[src/rtl/pipe_pkg.sv]
// Shared definitions for the elastic pipeline stage: NOP encoding, state
// encoding and the payload field-slicing helper.
package pipe_pkg;

    localparam logic [31:0] NOP_WORD = 32'h0000_0000;  // sll $0,$0,0

    // Encoding is {main_valid, skid_valid}
    typedef enum logic [1:0] {
        ST_EMPTY = 2'b00,
        ST_HALF  = 2'b10,
        ST_FULL  = 2'b11
    } state_t;

    function automatic int unsigned field_lsb(input int unsigned k, input int unsigned w);
        return k * w;
    endfunction

endpackage

[src/rtl/pipe_data_reg.sv]
// W-bit data register: async active-high reset to 0, load enable,
// synchronous clear that takes priority over load.
module pipe_data_reg #(
    parameter int unsigned W = 32
) (
    input  logic         clk,
    input  logic         reset,
    input  logic         i_clear,
    input  logic         i_load,
    input  logic [W-1:0] i_d,
    output logic [W-1:0] o_q
);

    logic [W-1:0] r_q;

    always_ff @(posedge clk or posedge reset) begin
        if (reset) begin
            r_q <= '0;
        end else if (i_clear) begin
            r_q <= '0;
        end else if (i_load) begin
            r_q <= i_d;
        end
    end

    assign o_q = r_q;

endmodule

[src/rtl/pipe_stage_elastic.sv]
// Elastic pipeline stage: valid/ready handshake with a one-entry skid buffer,
// synchronous flush to NOP and a saturating bubble counter.
module pipe_stage_elastic
    import pipe_pkg::*;
#(
    parameter int unsigned NUM_FIELDS = 5,
    parameter int unsigned FIELD_W    = 32,
    parameter int unsigned CNT_W      = 16
) (
    input  logic                          clk,
    input  logic                          reset,
    input  logic                          flush,
    input  logic                          in_valid,
    output logic                          in_ready,
    input  logic [NUM_FIELDS*FIELD_W-1:0] in_data,
    output logic                          out_valid,
    input  logic                          out_ready,
    output logic [NUM_FIELDS*FIELD_W-1:0] out_data,
    output logic [CNT_W-1:0]              bubble_cnt
);

    localparam int unsigned       BW        = NUM_FIELDS * FIELD_W;
    localparam logic [FIELD_W-1:0] NOP_FIELD = FIELD_W'(NOP_WORD);
    localparam logic [CNT_W-1:0]   CNT_MAX   = '1;

    state_t          r_state;
    state_t          w_state_nxt;
    logic            w_acc;
    logic            w_pop;
    logic            w_main_ld;
    logic            w_main_clr;
    logic            w_skid_ld;
    logic            w_skid_clr;
    logic [BW-1:0]   w_main_d;
    logic [BW-1:0]   w_main_q;
    logic [BW-1:0]   w_skid_q;
    logic [CNT_W-1:0] r_bubble_cnt;

    // Ready is purely registered state plus flush: no out_ready path upstream
    assign in_ready  = !r_state[0] && !flush;
    assign out_valid = r_state[1];
    assign w_acc     = in_valid && in_ready;
    assign w_pop     = out_valid && out_ready;

    always_ff @(posedge clk or posedge reset) begin
        if (reset) begin
            r_state <= ST_EMPTY;
        end else begin
            r_state <= w_state_nxt;
        end
    end

    always_comb begin
        w_state_nxt = r_state;
        if (flush) begin
            w_state_nxt = ST_EMPTY;
        end else begin
            case (r_state)
                ST_EMPTY: if (w_acc) w_state_nxt = ST_HALF;
                ST_HALF: begin
                    if (w_acc && !w_pop) begin
                        w_state_nxt = ST_FULL;
                    end else if (!w_acc && w_pop) begin
                        w_state_nxt = ST_EMPTY;
                    end
                end
                ST_FULL:  if (w_pop) w_state_nxt = ST_HALF;
                default:  w_state_nxt = ST_EMPTY;
            endcase
        end
    end

    always_comb begin
        w_main_ld  = 1'b0;
        w_main_clr = flush;
        w_skid_ld  = 1'b0;
        w_skid_clr = flush;
        w_main_d   = in_data;
        case (r_state)
            ST_EMPTY: w_main_ld = w_acc;
            ST_HALF: begin
                w_main_ld  = w_acc && w_pop;
                w_skid_ld  = w_acc && !w_pop;
                w_main_clr = flush || (!w_acc && w_pop);
            end
            ST_FULL: begin
                w_main_ld  = w_pop;
                w_main_d   = w_skid_q;
                w_skid_clr = flush || w_pop;
            end
            default: ;
        endcase
    end

    pipe_data_reg #(.W(BW)) u_main (
        .clk     (clk),
        .reset   (reset),
        .i_clear (w_main_clr),
        .i_load  (w_main_ld),
        .i_d     (w_main_d),
        .o_q     (w_main_q)
    );

    pipe_data_reg #(.W(BW)) u_skid (
        .clk     (clk),
        .reset   (reset),
        .i_clear (w_skid_clr),
        .i_load  (w_skid_ld),
        .i_d     (in_data),
        .o_q     (w_skid_q)
    );

    for (genvar k = 0; k < NUM_FIELDS; k++) begin : g_out
        assign out_data[field_lsb(k, FIELD_W) +: FIELD_W] =
            out_valid ? w_main_q[field_lsb(k, FIELD_W) +: FIELD_W] : NOP_FIELD;
    end

    always_ff @(posedge clk or posedge reset) begin
        if (reset) begin
            r_bubble_cnt <= '0;
        end else if (out_ready && !out_valid && (r_bubble_cnt != CNT_MAX)) begin
            r_bubble_cnt <= r_bubble_cnt + CNT_W'(1);
        end
    end

    assign bubble_cnt = r_bubble_cnt;

endmodule

[config.mk]
export PLATFORM = sky130hd
export DESIGN_NAME = pipe_stage_elastic
export DESIGN_NICKNAME = d
export VERILOG_FILES = /design/src/rtl/pipe_pkg.sv /design/src/rtl/pipe_data_reg.sv /design/src/rtl/pipe_stage_elastic.sv
export SDC_FILE = /design/constraint.sdc
export NUM_CORES = 1
export LEC_CHECK = 0
export ABC_AREA = 0
export CORE_ASPECT_RATIO = 0.5
export CORE_UTILIZATION = 50
export DETAILED_ROUTE_END_ITERATION = 6
export GPL_ROUTABILITY_DRIVEN = 0
export PLACE_DENSITY = 0.9
export SLEW_MARGIN = 5
export SYNTH_ARGS = -nofsm -noshare
export SYNTH_HDL_FRONTEND = slang
export SYNTH_SLANG_ARGS = --single-unit
[constraint.sdc]
create_clock -name clk -period 20.5 [get_ports clk]
set_clock_uncertainty 0.05 [all_clocks]
set_input_delay 6.15 -clock clk [delete_from_list [all_inputs] [get_ports clk]]
set_output_delay 6.15 -clock clk [all_outputs]
set_load 0.005 [all_outputs]
==> flow_summary.json <==
{
  "final_nets": 2105,
  "synth_nets": 1876,
  "num_vias": 14090,
  "post_drt_wl_per_cell_um": 19.82,
  "avgViaCountPerCell": 5.873,
  "fin_crit_sh": 0.6662,
  "fp.dieH_um": 130.5,
  "synthCells": 1706,
  "die_area_mm2": 0.03382,
  "rr_startpoint": "r_state[1]$_DFFE_PP0P_",
  "drive_above_1_share": 0.03828,
  "relSlewSlack": 0.2597,
  "io_pins": 343,
  "hp-class": "flip-flop to flip-flop",
  "numCtsBuffers": 31,
  "grt-ovfl-total": 0,
  "cts_tree": "built",
  "drv_slew": 0,
  "timing.rr.end": "u_main.o_q[91]$_DFFE_PP0P_",
  "yosysWarningCount": 0,
  "firstDrtPassIters": 5,
  "die_w_um": 259.1,
  "htreeDepth": 1,
  "tightest_slew_ns": 1.111,
  "crit_required_ns": 14.30,
  "leakagePower_nw": 9.253,
  "r2r_cells": 8,
  "grt_pass1_wl_um": 73970,
  "seq_area_frac_synth": 0.5119,
  "worstSetupEndpoint": "in_ready",
  "crit_path_max_fanout": 8,
  "routed_wirelength_um": 47570,
  "hold_buffers": 0,
  "avgSynthCellArea_um2": 9.685,
  "insertion_delay_ns": 0.58,
  "synthToLayoutAreaGrowth_pct": 27.45,
  "switching_power_mw": 0.5759,
  "final_antenna_net_count": 0,
  "start_util": 0.5145,
  "min_period_ns": 13.66,
  "startpoint": "flush",
  "num_rows": 46,
  "rsz0062_at_grt": "false",
  "post_cts_resize_count": 0,
  "status": "finished, final reports clean",
  "coreArea_mm2": 0.03212,
  "fmax_mhz": 73.23,
  "clk_pin_slew_ns": 0.07,
  "hold_violations": 0,
  "grt_pass1_vias": 13510,
  "finalSetupTns_ns": 0,
  "p_seq_frac": 0.449,
  "ys_ff_latch": 338,
  "drt_iter0_markers": 1512,
  "crit_arrival_ns": 7.46,
  "portBuffers": 342,
  "switching_share": 0.3071,
  "drc": 0,
  "p_int_mw": 1.300,
  "grt_max_degree": 143,
  "path_class": "input pin to output port",
  "setup_viol": 0,
  "p_comb_frac": 0.240,
  "syn_area_mm2": 0.01652,
  "startpoint_type": "input pin",
  "end_kind": "output port",
  "cts-root-buf": "clkbuf_16",
  "p_per_area_mw_per_mm2": 89.06,
  "rrSetupSlack_ns": 15.68,
  "track_usage": 0.2706,
  "total_power_mw": 1.875,
  "ir_drop_uv": 73.02,
  "cts_sinks": 338,
  "ys_types": 40,
  "cap_violations": 0,
  "place_hpwl_um": 27770,
  "cts_setup_buffers": 0,
  "p_clk_frac": 0.311,
  "antenna_found_initial": 6,
  "cts_buffer_depth": 3
}
-- cells in the mapped netlist (all sizes together) --
library cell	count	area (µm²)
nand2b	3	18.77
and3b	1	8.760
nand4	4	25.02
clkbuf	108	406.6
dfrtp	338	8458
mux2i	162	1622
a21oi	165	825.8
and2	160	1001
nor3	3	15.01
xor2	11	96.34
buf	53	257.8
clkinv	1	3.750
xnor2	3	26.28
nor3b	1	7.510
nand4b	1	8.760
mux2	1	11.26
or3b	1	8.760
and4	1	8.760
nor2b	1	6.260
and3	5	31.28
ha	5	62.56
a31oi	2	12.51
or2	1	6.260
nor4b	1	8.760
a41oi	2	17.52
nor4	2	12.51
nor2	165	619.3
o21a	1	7.510
o21ai	161	809.5
a22o	161	1410
inv	4	15.01
nand2	167	626.9
a211o	1	8.760
nand3	7	35.03
a211oi	3	22.52
-- flip-flops by register name, summed over array words and instances, names as in the netlist --
signal and count:
u_skid.o_q 160, bubble_cnt 16, u_main.o_q 160, r_state 2
-- worst min path at each step --
stage | from | to | slack (ns) | cells past startpoint
floorplan | u_skid.o_q[158]$_DFFE_PP0P_ | u_skid.o_q[158]$_DFFE_PP0P_ | 0.42 | 1
global placement | u_main.o_q[88]$_DFFE_PP0P_ | u_main.o_q[88]$_DFFE_PP0P_ | 0.43 | 2
detailed placement | u_skid.o_q[42]$_DFFE_PP0P_ | u_skid.o_q[42]$_DFFE_PP0P_ | 0.43 | 1
CTS | bubble_cnt[6]$_DFFE_PP0P_ | bubble_cnt[6]$_DFFE_PP0P_ | 0.45 | 1
global route | bubble_cnt[6]$_DFFE_PP0P_ | bubble_cnt[6]$_DFFE_PP0P_ | 0.46 | 1
finish | bubble_cnt[6]$_DFFE_PP0P_ | bubble_cnt[6]$_DFFE_PP0P_ | 0.45 | 1
-- kinds of logic after synthesis --
family                   after synthesis  synth area share
AO/OA/AOI/OAI                        496            0.1885
multiplexers                         163           0.09883
buffers and inverters                166           0.04135
adder cells (fa/ha/maj)                5          0.003786
flip-flops                           338            0.5119
XOR/XNOR                              14          0.007422
AND/OR/NAND/NOR                      524            0.1482
-- power by group through the flow --
stage | Combinational [mW] | Clock, mW | Sequential (mW)
after detailed placement | 0.448 | 0 | 0.849
after global routing | 0.495 | 0.618 | 0.854
final | 0.450 | 0.583 | 0.842
after floorplan | 0.284 | 0 | 0.825
after CTS | 0.451 | 0.593 | 0.839
after global placement | 0.436 | 0 | 0.844
-- cell usage in the layout (no fill, tap or decap), drive strengths merged, types with 5 or more instances in the layout --
| cell type | n |
|---|---|
| nand3 | 7 |
| mux2i | 162 |
| a22o | 161 |
| xor2 | 11 |
| o21ai | 161 |
| a21oi | 165 |
| ha | 5 |
| buf | 15 |
| diode | 9 |
| nor2 | 165 |
| nand2 | 167 |
| clkdlybuf4s50 | 342 |
| clkinv | 6 |
| dfrtp | 338 |
| and3 | 5 |
| clkbuf | 47 |
| inv | 6 |
| and2 | 160 |
-- area by class of cell --
cell class,count,area [µm²]
clock buffers,47,915.9
repair buffers,357,3548
diodes,9,22.52
inverters,5,33.78
flip-flops and latches,338,8462
fillers,2475,11060
clock inverters,10,98.84
well taps,432,540.5
multi-input cells,1202,7436
-- worst max-delay path: stages --
cell and delay (ns):
clkdlybuf4s50_1 0.57, nor2_1 0.21, clkdlybuf4s50_1 0.52
-- layer usage --
layer / wire, µm / GRT usage
met3: 2068 / 0.03549
met1: 19630 / 0.3523
met5: 0 / 0
met4: 2895 / 0.1570
met2: 22980 / 0.4426
-- metrics by stage --
step                hold slack (ns)  setup WS, ns  cell area (µm²)  cells    util
CTS                          0.4501         6.861            21040   2391  0.6550
finish                       0.4471         6.844            21060   2400  0.6557
floorplan                    0.4156         4.933            16520   1706       -
global placement             0.4297         6.875            20020   2334  0.6234
detailed placement           0.4314         6.860            20020   2334  0.6234
global route                 0.4606         6.815            21050   2397  0.6554
Note: power is estimated with default switching activity, not from simulation.
